<file path="src/rtl/shtp_spi_responder_if.sv">
// ----------------------------------------------------------------------------
// shtp_spi_responder_if
// Signal bundle between the SHTP-over-SPI responder and its surroundings.
//   SPI pins     : cs_n, sclk, mosi (to responder), miso (from responder)
//   Handshake    : ps0_wake_n (to responder), int_n (from responder)
//   Load port    : load_valid/load_byte/load_last/load_ch in, load_ready/load_ovf out
//   Command port : cmd_valid/cmd_ch/cmd_len/cmd_trunc/cmd_rd_data out, cmd_rd_addr in
// Modports: slave = responder side, master = host / generator side.
// ----------------------------------------------------------------------------
interface shtp_spi_responder_if #(
  parameter int NUM_CH   = 6,
  parameter int RX_DEPTH = 32
);
  localparam int CH_W = (NUM_CH > 1) ? $clog2(NUM_CH) : 1;
  localparam int RA_W = $clog2(RX_DEPTH);

  logic            ps0_wake_n;
  logic            cs_n;
  logic            sclk;
  logic            mosi;
  logic            miso;
  logic            int_n;

  logic            load_valid;
  logic            load_ready;
  logic [7:0]      load_byte;
  logic            load_last;
  logic [CH_W-1:0] load_ch;
  logic            load_ovf;

  logic            cmd_valid;
  logic [7:0]      cmd_ch;
  logic [15:0]     cmd_len;
  logic            cmd_trunc;
  logic [RA_W-1:0] cmd_rd_addr;
  logic [7:0]      cmd_rd_data;

  modport slave (
    input  ps0_wake_n, cs_n, sclk, mosi,
    input  load_valid, load_byte, load_last, load_ch,
    input  cmd_rd_addr,
    output miso, int_n, load_ready, load_ovf,
    output cmd_valid, cmd_ch, cmd_len, cmd_trunc, cmd_rd_data
  );

  modport master (
    output ps0_wake_n, cs_n, sclk, mosi,
    output load_valid, load_byte, load_last, load_ch,
    output cmd_rd_addr,
    input  miso, int_n, load_ready, load_ovf,
    input  cmd_valid, cmd_ch, cmd_len, cmd_trunc, cmd_rd_data
  );
endinterface

</file>
<file path="src/rtl/shtp_spi_responder.sv">
// ----------------------------------------------------------------------------
// shtp_spi_responder
// SHTP-over-SPI slave emulating the BNO085 host interface. Frames payload
// bytes from a report generator into SHTP packets with per-channel sequence
// numbers, raises INT after a fixed delay, shifts the packet out in SPI
// mode 3 and captures the host's command bytes for the generator to read.
// Ports:
//   clk   : system clock (at least 8x SCLK)
//   rst_n : asynchronous active-low reset
//   bus   : shtp_spi_responder_if.slave (SPI pins, PS0/WAKE, INT, load
//           port, command port)
// ----------------------------------------------------------------------------
module shtp_spi_responder #(
  parameter int NUM_CH    = 6,
  parameter int TX_DEPTH  = 64,
  parameter int RX_DEPTH  = 32,
  parameter int INT_DELAY = 50
) (
  input  logic clk,
  input  logic rst_n,
  shtp_spi_responder_if.slave bus
);
  localparam int CH_W  = (NUM_CH > 1) ? $clog2(NUM_CH) : 1;
  localparam int TXW   = $clog2(TX_DEPTH);
  localparam int RA_W  = $clog2(RX_DEPTH);
  localparam int DLY_W = $clog2(INT_DELAY + 1);
  localparam logic [15:0]      PAY_MAX = 16'(TX_DEPTH - 4);
  localparam logic [15:0]      TX_LEN  = 16'(TX_DEPTH);
  localparam logic [15:0]      RX_MAX  = 16'(RX_DEPTH);
  localparam logic [DLY_W-1:0] DLY_LD  = DLY_W'(INT_DELAY - 1);

  // Pin synchronisers; bit [2] is the previous synchronised value for edges.
  logic [2:0] r_cs_s, r_sclk_s, r_wake_s;
  logic [1:0] r_mosi_s;

  always_ff @(posedge clk or negedge rst_n) begin
    if (!rst_n) begin
      r_cs_s   <= '1;
      r_sclk_s <= '1;
      r_wake_s <= '1;
      r_mosi_s <= '0;
    end else begin
      r_cs_s   <= {r_cs_s[1:0],   bus.cs_n};
      r_sclk_s <= {r_sclk_s[1:0], bus.sclk};
      r_wake_s <= {r_wake_s[1:0], bus.ps0_wake_n};
      r_mosi_s <= {r_mosi_s[0],   bus.mosi};
    end
  end

  logic w_cs_act, w_cs_fall, w_cs_rise, w_sclk_rise, w_sclk_fall, w_wake_fall, w_mosi;
  assign w_cs_act    = ~r_cs_s[1];
  assign w_cs_fall   =  r_cs_s[2] & ~r_cs_s[1];
  assign w_cs_rise   = ~r_cs_s[2] &  r_cs_s[1];
  assign w_sclk_rise = w_cs_act & ~r_sclk_s[2] &  r_sclk_s[1];
  assign w_sclk_fall = w_cs_act &  r_sclk_s[2] & ~r_sclk_s[1];
  assign w_wake_fall =  r_wake_s[2] & ~r_wake_s[1];
  // mosi goes through the same two flops as sclk, so it lines up with the rise.
  assign w_mosi      = r_mosi_s[1];

  logic [7:0]      r_tx_buf [TX_DEPTH];
  logic [7:0]      r_rx_buf [RX_DEPTH];
  logic [6:0]      r_rx_sh;
  logic [7:0]      r_seq    [NUM_CH];
  logic            r_pending;
  logic [15:0]     r_len;
  logic [CH_W-1:0] r_tx_ch;
  logic [CH_W-1:0] r_ld_ch;
  logic [15:0]     r_ld_n;
  logic            r_ovf;
  logic [2:0]      r_bit;
  logic [15:0]     r_byte_cnt;
  logic            r_miso;
  logic            r_int_n;
  logic            r_int_arm;
  logic [DLY_W-1:0] r_int_cnt;
  logic            r_cmd_valid;
  logic [7:0]      r_cmd_ch;
  logic [15:0]     r_cmd_len;
  logic            r_cmd_trunc;

  // Load-port decode
  logic            w_ld_ready, w_ld_fire, w_ld_store, w_ld_end;
  logic [CH_W-1:0] w_ld_ch;
  logic [15:0]     w_ld_len;
  logic [TXW-1:0]  w_wr_idx;
  assign w_ld_ready = ~r_pending & ~w_cs_act;
  assign w_ld_fire  = bus.load_valid & w_ld_ready;
  assign w_ld_store = w_ld_fire & (r_ld_n < PAY_MAX);
  assign w_ld_end   = w_ld_fire & bus.load_last;
  // Channel is taken from the first byte of the packet.
  assign w_ld_ch    = (r_ld_n == 16'd0) ? bus.load_ch : r_ld_ch;
  // A dropped final byte means the buffer is full: length is the whole buffer.
  assign w_ld_len   = w_ld_store ? (r_ld_n + 16'd5) : TX_LEN;
  assign w_wr_idx   = r_ld_n[TXW-1:0] + TXW'(4);

  // SPI decode
  logic       w_rx_done, w_tx_short;
  logic [7:0] w_tx_byte, w_rx_byte;
  logic [15:0] w_rx_len;
  logic       w_int_trig;
  assign w_rx_done  = w_sclk_rise & (r_bit == 3'd7);
  assign w_rx_byte  = {r_rx_sh, w_mosi};
  assign w_tx_byte  = r_tx_buf[r_byte_cnt[TXW-1:0]];
  assign w_tx_short = r_byte_cnt < r_len;
  assign w_rx_len   = {r_rx_buf[1], r_rx_buf[0]};
  // A failed read (CS rose early) re-arms INT for the resend.
  assign w_int_trig = w_ld_end | w_wake_fall | (w_cs_rise & r_pending & w_tx_short);

  // Buffers and shift register carry no reset.
  always_ff @(posedge clk) begin
    if (w_ld_store) r_tx_buf[w_wr_idx] <= bus.load_byte;
    if (w_ld_end) begin
      r_tx_buf[0] <= w_ld_len[7:0];
      r_tx_buf[1] <= w_ld_len[15:8];
      r_tx_buf[2] <= {{(8-CH_W){1'b0}}, w_ld_ch};
      r_tx_buf[3] <= r_seq[w_ld_ch];
    end
    if (w_sclk_rise) r_rx_sh <= {r_rx_sh[5:0], w_mosi};
    if (w_rx_done && (r_byte_cnt < RX_MAX)) r_rx_buf[r_byte_cnt[RA_W-1:0]] <= w_rx_byte;
  end

  always_ff @(posedge clk or negedge rst_n) begin
    if (!rst_n) begin
      for (int i = 0; i < NUM_CH; i++) r_seq[i] <= '0;
      r_pending   <= 1'b0;
      r_len       <= '0;
      r_tx_ch     <= '0;
      r_ld_ch     <= '0;
      r_ld_n      <= '0;
      r_ovf       <= 1'b0;
      r_bit       <= '0;
      r_byte_cnt  <= '0;
      r_miso      <= 1'b0;
      r_int_n     <= 1'b1;
      r_int_arm   <= 1'b0;
      r_int_cnt   <= '0;
      r_cmd_valid <= 1'b0;
      r_cmd_ch    <= '0;
      r_cmd_len   <= '0;
      r_cmd_trunc <= 1'b0;
    end else begin
      // Packet load
      r_ovf <= w_ld_fire & ~w_ld_store;
      if (w_ld_fire) begin
        if (r_ld_n == 16'd0) r_ld_ch <= bus.load_ch;
        if (bus.load_last) begin
          r_pending <= 1'b1;
          r_len     <= w_ld_len;
          r_tx_ch   <= w_ld_ch;
          r_ld_n    <= '0;
        end else if (w_ld_store) begin
          r_ld_n <= r_ld_n + 16'd1;
        end
      end

      // SPI bit/byte counters and MISO
      if (w_cs_fall || w_cs_rise) begin
        r_bit      <= '0;
        r_byte_cnt <= '0;
      end else if (w_sclk_rise) begin
        r_bit <= r_bit + 3'd1;
        if (r_bit == 3'd7 && r_byte_cnt != 16'hFFFF) r_byte_cnt <= r_byte_cnt + 16'd1;
      end
      if (w_cs_rise) r_miso <= 1'b0;
      else if (w_sclk_fall) r_miso <= (r_pending && w_tx_short) ? w_tx_byte[3'd7 - r_bit] : 1'b0;

      // Transaction end: TX completion and command capture
      r_cmd_valid <= 1'b0;
      if (w_cs_rise) begin
        if (r_pending && !w_tx_short) begin
          r_pending        <= 1'b0;
          r_seq[r_tx_ch]   <= r_seq[r_tx_ch] + 8'd1;
        end
        if (r_byte_cnt >= 16'd4) begin
          r_cmd_valid <= 1'b1;
          r_cmd_len   <= w_rx_len;
          r_cmd_ch    <= r_rx_buf[2];
          r_cmd_trunc <= r_byte_cnt < w_rx_len;
        end
      end

      // INT: delay counter; new triggers are ignored while counting or asserted
      if (w_cs_fall) r_int_n <= 1'b1;
      if (r_int_arm) begin
        if (r_int_cnt == '0) begin
          r_int_n   <= 1'b0;
          r_int_arm <= 1'b0;
        end else begin
          r_int_cnt <= r_int_cnt - 1'b1;
        end
      end else if (w_int_trig && r_int_n) begin
        r_int_arm <= 1'b1;
        r_int_cnt <= DLY_LD;
      end
    end
  end

  assign bus.miso        = r_miso;
  assign bus.int_n       = r_int_n;
  assign bus.load_ready  = w_ld_ready;
  assign bus.load_ovf    = r_ovf;
  assign bus.cmd_valid   = r_cmd_valid;
  assign bus.cmd_ch      = r_cmd_ch;
  assign bus.cmd_len     = r_cmd_len;
  assign bus.cmd_trunc   = r_cmd_trunc;
  assign bus.cmd_rd_data = r_rx_buf[bus.cmd_rd_addr];
endmodule

</file>
<file path="src/flat_wrapper.sv">
// flat-port wrapper written by rule: the top's interface ports become plain ports
module shtp_spi_responder_flat 
#(
  parameter int NUM_CH    = 6,
  parameter int TX_DEPTH  = 64,
  parameter int RX_DEPTH  = 32,
  parameter int INT_DELAY = 50
)
  (clk, rst_n, bus_ps0_wake_n, bus_cs_n, bus_sclk, bus_mosi, bus_load_valid, bus_load_byte, bus_load_last, bus_load_ch, bus_cmd_rd_addr, bus_miso, bus_int_n, bus_load_ready, bus_load_ovf, bus_cmd_valid, bus_cmd_ch, bus_cmd_len, bus_cmd_trunc, bus_cmd_rd_data);
  shtp_spi_responder_if #(.NUM_CH(NUM_CH), .RX_DEPTH(RX_DEPTH)) bus_i ();
  input  logic clk;
  input  logic rst_n;
  input wire logic [$bits(bus_i.ps0_wake_n)-1:0] bus_ps0_wake_n;
  input wire logic [$bits(bus_i.cs_n)-1:0] bus_cs_n;
  input wire logic [$bits(bus_i.sclk)-1:0] bus_sclk;
  input wire logic [$bits(bus_i.mosi)-1:0] bus_mosi;
  input wire logic [$bits(bus_i.load_valid)-1:0] bus_load_valid;
  input wire logic [$bits(bus_i.load_byte)-1:0] bus_load_byte;
  input wire logic [$bits(bus_i.load_last)-1:0] bus_load_last;
  input wire logic [$bits(bus_i.load_ch)-1:0] bus_load_ch;
  input wire logic [$bits(bus_i.cmd_rd_addr)-1:0] bus_cmd_rd_addr;
  output wire logic [$bits(bus_i.miso)-1:0] bus_miso;
  output wire logic [$bits(bus_i.int_n)-1:0] bus_int_n;
  output wire logic [$bits(bus_i.load_ready)-1:0] bus_load_ready;
  output wire logic [$bits(bus_i.load_ovf)-1:0] bus_load_ovf;
  output wire logic [$bits(bus_i.cmd_valid)-1:0] bus_cmd_valid;
  output wire logic [$bits(bus_i.cmd_ch)-1:0] bus_cmd_ch;
  output wire logic [$bits(bus_i.cmd_len)-1:0] bus_cmd_len;
  output wire logic [$bits(bus_i.cmd_trunc)-1:0] bus_cmd_trunc;
  output wire logic [$bits(bus_i.cmd_rd_data)-1:0] bus_cmd_rd_data;
  assign bus_i.ps0_wake_n = bus_ps0_wake_n;
  assign bus_i.cs_n = bus_cs_n;
  assign bus_i.sclk = bus_sclk;
  assign bus_i.mosi = bus_mosi;
  assign bus_i.load_valid = bus_load_valid;
  assign bus_i.load_byte = bus_load_byte;
  assign bus_i.load_last = bus_load_last;
  assign bus_i.load_ch = bus_load_ch;
  assign bus_i.cmd_rd_addr = bus_cmd_rd_addr;
  assign bus_miso = bus_i.miso;
  assign bus_int_n = bus_i.int_n;
  assign bus_load_ready = bus_i.load_ready;
  assign bus_load_ovf = bus_i.load_ovf;
  assign bus_cmd_valid = bus_i.cmd_valid;
  assign bus_cmd_ch = bus_i.cmd_ch;
  assign bus_cmd_len = bus_i.cmd_len;
  assign bus_cmd_trunc = bus_i.cmd_trunc;
  assign bus_cmd_rd_data = bus_i.cmd_rd_data;
  shtp_spi_responder #(.NUM_CH(NUM_CH), .TX_DEPTH(TX_DEPTH), .RX_DEPTH(RX_DEPTH), .INT_DELAY(INT_DELAY)) u_core (.clk(clk), .rst_n(rst_n), .bus(bus_i));
endmodule
</file>
<file path="config.mk">
export PLATFORM = sky130hd
export DESIGN_NAME = shtp_spi_responder_flat
export DESIGN_NICKNAME = d
export VERILOG_FILES = /design/src/rtl/shtp_spi_responder_if.sv /design/src/rtl/shtp_spi_responder.sv /design/src/flat_wrapper.sv
export SDC_FILE = /design/constraint.sdc
export NUM_CORES = 1
export LEC_CHECK = 0
export CAP_MARGIN = 20
export CORE_ASPECT_RATIO = 1.75
export CORE_MARGIN = 4
export CORE_UTILIZATION = 56
export CTS_CLUSTER_SIZE = 28
export DETAILED_ROUTE_END_ITERATION = 7
export PLACE_DENSITY = 0.74
export SETUP_SLACK_MARGIN = 0.05
export SYNTH_ARGS = -nofsm -noshare
export SYNTH_HDL_FRONTEND = slang
export SYNTH_SLANG_ARGS = --single-unit
</file>
<file path="constraint.sdc">
create_clock -name clk -period 4.15 [get_ports clk]
set_input_delay 1.0375 -clock clk [delete_from_list [all_inputs] [get_ports clk]]
set_output_delay 1.0375 -clock clk [all_outputs]
set_load 0.1 [all_outputs]
</file>
## Yosys cells after proc, flatten, opt, wreduce, memory -nomap -nowiden

Memory sizes are Yosys's and may differ from the RTL's. A register that Yosys moved wholly into a read port is not among the register bits.
Index checks and enable logic that the tools add are counted.

- Add/sub/neg operators: 8
- Multiplexer cells: 44
- Reduce and logical (&&, ||, !) cells: 22
- Order comparisons: 9
- Bitwise operators: 26
- Equality and inequality tests: 3

Operators by type and width:

| cell | number |
|---|---|
| 16-bit two-way mux | 6 |
| 8-bit binary-select mux with 3-bit select | 2 |
| 48-bit bitwise mux | 1 |
| 8-bit two-way mux | 5 |
| 16-bit by 1-bit adder with 16-bit output, second input constant | 2 |
| 16-bit less-than comparator | 2 |
| 16-bit by 6-bit less-than comparator with 1-bit output, second input constant | 2 |
| 8-bit demux with 3-bit select | 1 |
| 1-bit two-way mux | 22 |
| 6-bit two-way mux | 3 |
| 16-bit by 3-bit adder with 16-bit output, second input constant | 1 |
| 16-bit by 3-bit greater-or-equal comparator with 1-bit output, second input constant | 1 |
| 16-bit logical NOT | 1 |
| 16-bit inequality test, second input constant | 1 |
| 1-bit bitwise AND | 15 |
| 2-bit AND reduction | 6 |
| 2-bit nonzero test | 5 |
| 3-bit two-way mux | 3 |
| 8-bit by 1-bit adder with 8-bit output, second input constant | 1 |
| 4-bit greater-or-equal comparator, second input constant | 2 |
| 3-bit NOT with 4-bit output | 2 |
| 1-bit NOT | 7 |
| 6-bit by 3-bit adder with 6-bit output, second input constant | 1 |
| 1-bit logical AND | 6 |
| other kinds (12) | 14 |

- Word-level logic and storage cells: 140
- RAM bits: 768
- Register bits after elaboration: 152
- Memories kept: 2
- Bits of input ports: 24

Memory list:

| memory | words | width | read ports | clocked after Yosys merged registers in | wr ports | line | text |
|---|---|---|---|---|---|---|---|
| u_core.r_tx_buf | 64 | 8 | 1 | 0 | 5 | shtp_spi_responder.sv:60 | `logic [7:0] r_tx_buf [TX_DEPTH];` |
| u_core.r_rx_buf | 32 | 8 | 4 | 1 | 1 | shtp_spi_responder.sv:61 | `logic [7:0] r_rx_buf [RX_DEPTH];` |

## Logic depth before layout (Yosys ltp)

Gate-level depths: netlist of run 1.

- Word-level depth: 9
- Gate-level depth with buffers: 12
- Gate-level depth less buffers: 10

## Worst setup path before layout of run 1

OpenSTA, ideal clock, no wires.

- Kind: input-to-output
- From: input bus_cmd_rd_addr[0]
- To: output bus_cmd_rd_data[0]
- Path buffers: 2
- Data arrival time: 3.453 ns
- Slack: -0.340 ns
- Stages on the path: 5
- Path through: clkbuf_1 > buf_1 > mux4_2 > mux4_2 > mux2_2

- Word-level cells in the longest chain between the ends: 1

RTL lines:

| item | line | text |
|---|---|---|
| start, declared | flat_wrapper.sv:21 | `input wire logic [$bits(bus_i.cmd_rd_addr)-1:0] bus_cmd_rd_addr;` |
| memory 32 x 8 bit | n/a |  |
| end, declared | flat_wrapper.sv:30 | `output wire logic [$bits(bus_i.cmd_rd_data)-1:0] bus_cmd_rd_data;` |

Every way passes these cells.

## Worst setup path in the final report of run 1

Same ends and word-level chain as after synthesis.

==> impl_metrics.csv, run 1 <==
group,metric,value,unit
run_status,outcome,"completed",
sta,fmax,246,MHz
sta,slew_headroom,0.250,
clock_tree,cts_made_buffers,81,
sta,worst_slew_pin_slew,1120,ps
worst_setup_path,crit_arrival,3020,ps
clock_tree,cts_tree,"yes",
power_and_ir_drop,clkPwrFrac,0.416,
worst_setup_path,cp-start-kind,"input pin",
power_and_ir_drop,switching_share,0.198,
placed_design,numPortBuffers,61,
routing,routed_wl,93.3,mm
yosys,synth_common_cells,"770 x edfxtp_1, 209 x mux4_2, 165 x nor2_1",
yosys,ys_seq_area_frac,0.709,
routing,ant_nets,0,
power_and_ir_drop,power.internal,14.5,mW
sta,hold_ws,351,ps
yosys,ys_types,73,
power_and_ir_drop,power.net_switching,3.60,mW
routing,detailroute.via_count,20743,
placed_design,dp_hpwl,63.1,mm
min_path,min_path_cells,0,
sta,slew_viol_final,0,
yosys,syn-num-nets,2210,
sta,period_share,0.979,
worst_setup_path,setup.worst_path.end_class,"primary output",
worst_setup_path,cp_cell_sequence,"buf_4 -> buf_12 -> mux4_2 -> mux4_2 -> mux2_2 -> buf_12",
layout,area_delta_synth_final,13.9,%
routing,via_per_inst,6.31,
yosys,async_flop_share,0.165,
layout,drive_gt1_frac,0.252,
floorplan,die_width,205,um
yosys,yosys.area.top_type,"edfxtp_1",
worst_setup_path,path_class,"in -> out",
clock_tree,clk_pin_slew,70,ps
power_and_ir_drop,comb_power_share,0.028,
worst_setup_path,slowest_stage,"mux4_2",
clock_tree,clockBufferDepth,3,
yosys,synth_area_leaders,"edfxtp_1 61%, mux4_2 12%, dfrtp_1 9.4%",
sta,hold_viol,0,
floorplan,ios,62,
floorplan,initial_core_util,0.566,
placed_design,gp_congestion,0.965,
clock_tree,clk_latency,630,ps
global_route,grt_max_degree,98,
worst_setup_path,crit_start,"bus_cmd_rd_addr[0]",
clock_tree,root_buffer,"clkbuf_16",
yosys,synth_ff_type,"edfxtp_1",
sta,finClkSkew,17.6,ps
global_route,gr-total-overflow,0,
layout,num_antenna_cells,0,
sta,period_needed,4060,ps
clock_tree,htreeDepth,3,
worst_setup_path,cp.required,3110,ps
sta,rsz0062_at_grt,"yes",
sta,finalSetupTns,0,ps
min_path,hold_path.class,"reg -> reg",
layout,layout.nets,2394,
yosys,synth.most_common_cell,"edfxtp_1",
clock_tree,cts.sinks,928,
yosys,synth_edf_count,770,
layout,fillers,4580,
power_and_ir_drop,p_leak,15.2,nW
yosys,synthDominantCellAreaShare,0.606,
global_route,antenna_found_initial,0,
yosys,syn_avg_cell_area,17.8,sq um
yosys,synth_warnings,0,
global_route,grt_usage,0.260,
floorplan,die_h,353,um
routing,avgRoutedWirePerCell,28.4,um
global_route,first_global_vias,21826,
global_route,grt_pass1_wl,140,mm
clock_tree,postCtsSetupRepairBufs,0,
sta,finalSetupViolCount,0,
min_path,min-delay-start,"u_core.r_mosi_s[0]",
floorplan,row_count,126,
worst_setup_path,r2r_cells,8,
power_and_ir_drop,power_density,417,nW/um^2
job,cap_violations,0,
floorplan,die_area,72600,sq um
routing,drc,0,
power_and_ir_drop,p_seq_frac,0.556,
yosys,synth-seq-cells,928,
routing,firstDrtPassIters,8,
floorplan,core_area,67500,sq um
yosys,mappedNetlistArea,38200,sq um
worst_setup_path,rr_startpoint,"u_core.r_byte_cnt[0]",
worst_setup_path,crit_fanout,20,
yosys,syn_inst,2141,
routing,drt_first_iter_violations,2102,
power_and_ir_drop,ir_worst_vdd,0.000275,V
worst_setup_path,slowest_delay,560,ps
-- timing repair --
action                                  4_1_cts  5_1_grt
endpoints found under the setup margin        0        1
hold buffers                                  0        0
hold endpoints to repair                      0        0
resized for setup                             0        1
-- power by group through the flow --
stage / Clock [mW] / Sequential [mW] / Combinational [mW]
final: 7.55 / 10.1 / 0.513
after global routing: 8.06 / 10.1 / 0.542
after CTS: 7.64 / 10.1 / 0.498
after detailed placement: 0 / 10.3 / 0.497
after global placement: 0 / 10.3 / 0.476
after floorplan: 0 / 10.3 / 0.236
-- placed cells by master (no fill, tap or decap), types with 8 or more instances in the layout --
cell type,Yosys,layout
mux4_1,8,8
clkbuf_1,62,22
dfrtp_1,143,139
nor2b_1,15,15
edfxtp_1,770,770
xor2_1,9,9
dfstp_2,10,10
nand3_1,30,30
inv_1,53,53
clkdlybuf4s50_1,0,41
clkbuf_16,0,85
a21oi_1,41,41
clkinv_1,2,17
nand4_1,14,14
ha_1,45,45
a22oi_1,21,21
nand2_1,105,105
o21ai_0,37,37
mux4_2,209,209
xnor2_1,22,22
buf_4,3,127
and2_1,15,15
a21o_1,17,17
nor3_1,27,27
nor2_1,165,163
mux2i_1,41,41
buf_12,0,20
nand2b_1,15,15
mux2_2,84,84
nor4_1,9,9
a31oi_1,15,15
o22ai_1,15,15
buf_2,23,12
-- worst paths after layout --
check	slack (ps)	endpoint
worst max register to register	590	u_core.bus.miso
min in group asynchronous	530	u_core.bus.cmd_trunc
worst max-delay path	90	bus_cmd_rd_data[0]
worst min-delay path	350	u_core.r_mosi_s[1]
max in group asynchronous	2790	u_core.r_seq[33]
worst min register to register	350	u_core.r_mosi_s[1]
-- sequential cells by signal, summed over array words and instances (netlist names), 8 cells and up --
name,count
u_core.bus.cmd_ch,8
u_core.bus.cmd_len,16
u_core.r_byte_cnt,16
u_core.r_ld_n,16
u_core.r_len,16
u_core.r_rx_buf,256
u_core.r_seq,48
u_core.r_tx_buf,512
-- cells by family (layout without fill, tap and decap cells) --
family | count (synthesis) | count (layout) | synth area share
DFF | 928 | 928 | 0.709
and+or+nand+nor | 427 | 427 | 0.0516
muxes | 343 | 343 | 0.165
AOI/OAI and AO/OA | 207 | 207 | 0.0357
buffers and inverters | 160 | 410 | 0.0170
adders and majority gates | 45 | 45 | 0.0147
xor gates and xnor gates | 31 | 31 | 0.00711
-- metrics by stage --
step	area, sq um	worst slack, ps	cells	utilization	power [mW]
2_1_floorplan	38200	108	2141	-	10.5
3_3_place_gp	40700	124	3129	0.603	10.8
3_5_place_dp	40700	91.3	3132	0.603	10.8
4_1_cts	43300	52.7	3281	0.642	18.2
5_1_grt	43500	46.5	3287	0.644	18.7
6_report	43500	88.3	3287	0.644	18.1
-- layout make-up --
cell class                      instances  area (sq um)  area share
Sequential cell                       928         27100       0.623
Multi-Input combinational cell       1053         10500       0.241
Clock buffer                          112          2280      0.0524
Timing Repair Buffer                  206          1960      0.0450
Tap cell                              896          1120      0.0258
Clock inverter                         37           367     0.00843
Inverter                               55           206     0.00475
-- layer usage --
layer | track usage | share of wire
met5 | 0 | 0
met4 | 0.137 | 0.066
met3 | 0.0391 | 0.066
met2 | 0.461 | 0.54
met1 | 0.304 | 0.33
-- worst max-delay path, delay by kind of cell --
family | cells | cell delay, ps
buffers and inverters | 3 | 540
multiplexers | 3 | 1430
(Power assumes the default switching activity.)
==> run 2: changes to the inputs <==
Settings changed: SLEW_MARGIN set to 20.
==> run 2 against run 1 <==
  * Flip-flop and latch count unchanged
  * Wire length down 1.1%
  * Critical endpoint unchanged
  * Via count about the same
  * Cell area down 0.32%
==> impl_metrics.csv, run 2 (synthesis gave the netlist of run 1 again) <==
group,metric,value,unit
run_status,outcome,"completed",
layout,ff_latch_area,27100,sq um
clock_tree,clk_latency,640,ps
routing,top_layer,"met4",
sta,finClkSkew,35.5,ps
worst_setup_path,crit_arrival,3030,ps
floorplan,initial_core_util,0.566,
worst_setup_path,cp-start-kind,"input pin",
worst_setup_path,reg2reg_to,"u_core.bus.miso",
global_route,grt_usage,0.258,
layout,mostFrequentLayoutCells,"770 x edfxtp_1, 209 x mux4_2, 163 x nor2_1",
power_and_ir_drop,power_density,417,nW/um^2
worst_setup_path,path_class,"in -> out",
routing,drt-met1-wl,31.0,mm
clock_tree,htreeDepth,3,
floorplan,ios,62,
min_path,hold_path.class,"reg -> reg",
placed_design,gp_congestion,0.965,
clock_tree,postCtsSetupRepairBufs,0,
power_and_ir_drop,ir_worst_vdd,0.000303,V
worst_setup_path,crit_fanout,20,
routing,drc,0,
layout,largest_reg_flops,512,
floorplan,row_count,126,
sta,worst_slew_pin_slew,1180,ps
placed_design,numPortBuffers,61,
clock_tree,ctsResizeCount,0,
layout,fin_util,0.642,
clock_tree,cts_tree,"yes",
routing,wl_met3,5.84,mm
clock_tree,ctsHoldBuffers,0,
power_and_ir_drop,p_leak,15.1,nW
layout,num_antenna_cells,0,
worst_setup_path,r2r_cells,8,
worst_setup_path,setup.worst_path.end_class,"primary output",
clock_tree,cts.sinks,928,
sta,finalSetupTns,0,ps
layout,drive_gt1_frac,0.255,
worst_setup_path,cp.required,3110,ps
worst_setup_path,rr_startpoint,"u_core.r_byte_cnt[0]",
clock_tree,cts_made_buffers,81,
routing,routed_wl,92.3,mm
floorplan,die_width,205,um
layout,regMostFlops,"u_core.r_tx_buf",
routing,via_per_inst,6.32,
sta,period_share,0.981,
global_route,gr-total-overflow,0,
clock_tree,clk_pin_slew,70,ps
global_route,antenna_found_initial,0,
worst_setup_path,crit_start,"bus_cmd_rd_addr[0]",
routing,avgRoutedWirePerCell,28.1,um
global_route,grt_max_degree,98,
worst_setup_path,endpoint,"bus_cmd_rd_data[0]",
sta,slew_viol_final,0,
routing,detailroute.via_count,20737,
sta,slew_headroom,0.212,
worst_setup_path,reg2reg_slack,610,ps
job,cap_violations,0,
sta,hold_viol,0,
floorplan,die_h,353,um
sta,finalSetupViolCount,0,
sta,fmax,246,MHz
layout,fillers,4550,
global_route,first_global_vias,21734,
clock_tree,clockBufferDepth,3,
sta,rsz0062_at_grt,"no",
routing,firstDrtPassIters,6,
layout,area_delta_synth_final,13.5,%
floorplan,die_area,72600,sq um
global_route,grt_pass1_wl,139,mm
floorplan,core_area,67500,sq um
placed_design,dp_hpwl,63.2,mm
layout,multi_input_area,10500,sq um
sta,period_needed,4070,ps
routing,drt_first_iter_violations,2021,
layout,layout.nets,2387,
routing,ant_nets,0,
clock_tree,root_buffer,"clkbuf_16",
routing,route.met2.wl,49.4,mm
layout,layout_commonest_cell,"edfxtp_1",
run 2: cell types whose count changed in the layout (fill, tap and decap cells not counted), sizes merged:
cell / change
clkbuf: -12
inv: +3
buf: -7
clkinvlp: -1
bufinv: +1
clkinv: +10
run 2: worst min-delay path by stage:
stage	endpoint	cells after the start	slack, ps	from
final	u_core.r_mosi_s[1]	0	350	u_core.r_mosi_s[0]
after global routing	u_core.r_mosi_s[1]	0	360	u_core.r_mosi_s[0]
after CTS	u_core.r_mosi_s[1]	0	350	u_core.r_mosi_s[0]
after detailed placement	u_core.r_mosi_s[1]	0	340	u_core.r_mosi_s[0]
after global placement	u_core.r_mosi_s[1]	0	340	u_core.r_mosi_s[0]
after floorplan	u_core.r_mosi_s[1]	0	330	u_core.r_mosi_s[0]
run 2: cell type report:
class,instances,share of cell area
clock buffers,100,0.0489
clock inverters,50,0.0114
inverters,55,0.00476
multi-input cells,1053,0.242
flip-flops and latches,928,0.625
well taps,896,0.0259
repair buffers,199,0.0423
run 2: metrics by stage:
step	worst slack [ps]	hold WS [ps]	cell area [sq um]	power (mW)	std cells
2_1_floorplan	108	331	38200	10.5	2141
4_1_cts	69.2	350	43300	18.2	3279
3_5_place_dp	72.7	338	40700	10.8	3129
3_3_place_gp	124	340	40700	10.8	3129
6_report	78.2	346	43300	18.1	3281
5_1_grt	52.6	357	43300	18.6	3281
run 2: per-layer routing:
metal / up-vias / GRT usage
li1: 8840 / -
met1: 10644 / 0.301
met2: 964 / 0.456
met3: 289 / 0.0364
met4: 0 / 0.142
met5: - / 0
run 2: critical path: stages:
cell	delay (ps)
buf_4	160
buf_12	210
mux4_2	530
mux4_2	580
mux2_2	330
buf_12	170
run 2: report_power, final:
| group | internal [mW] | switching [mW] |
|---|---|---|
| clock | 4.16 | 3.32 |
| combinational | 0.177 | 0.319 |
| sequential | 10.1 | 0.0173 |
| total | 14.4 | 3.66 |
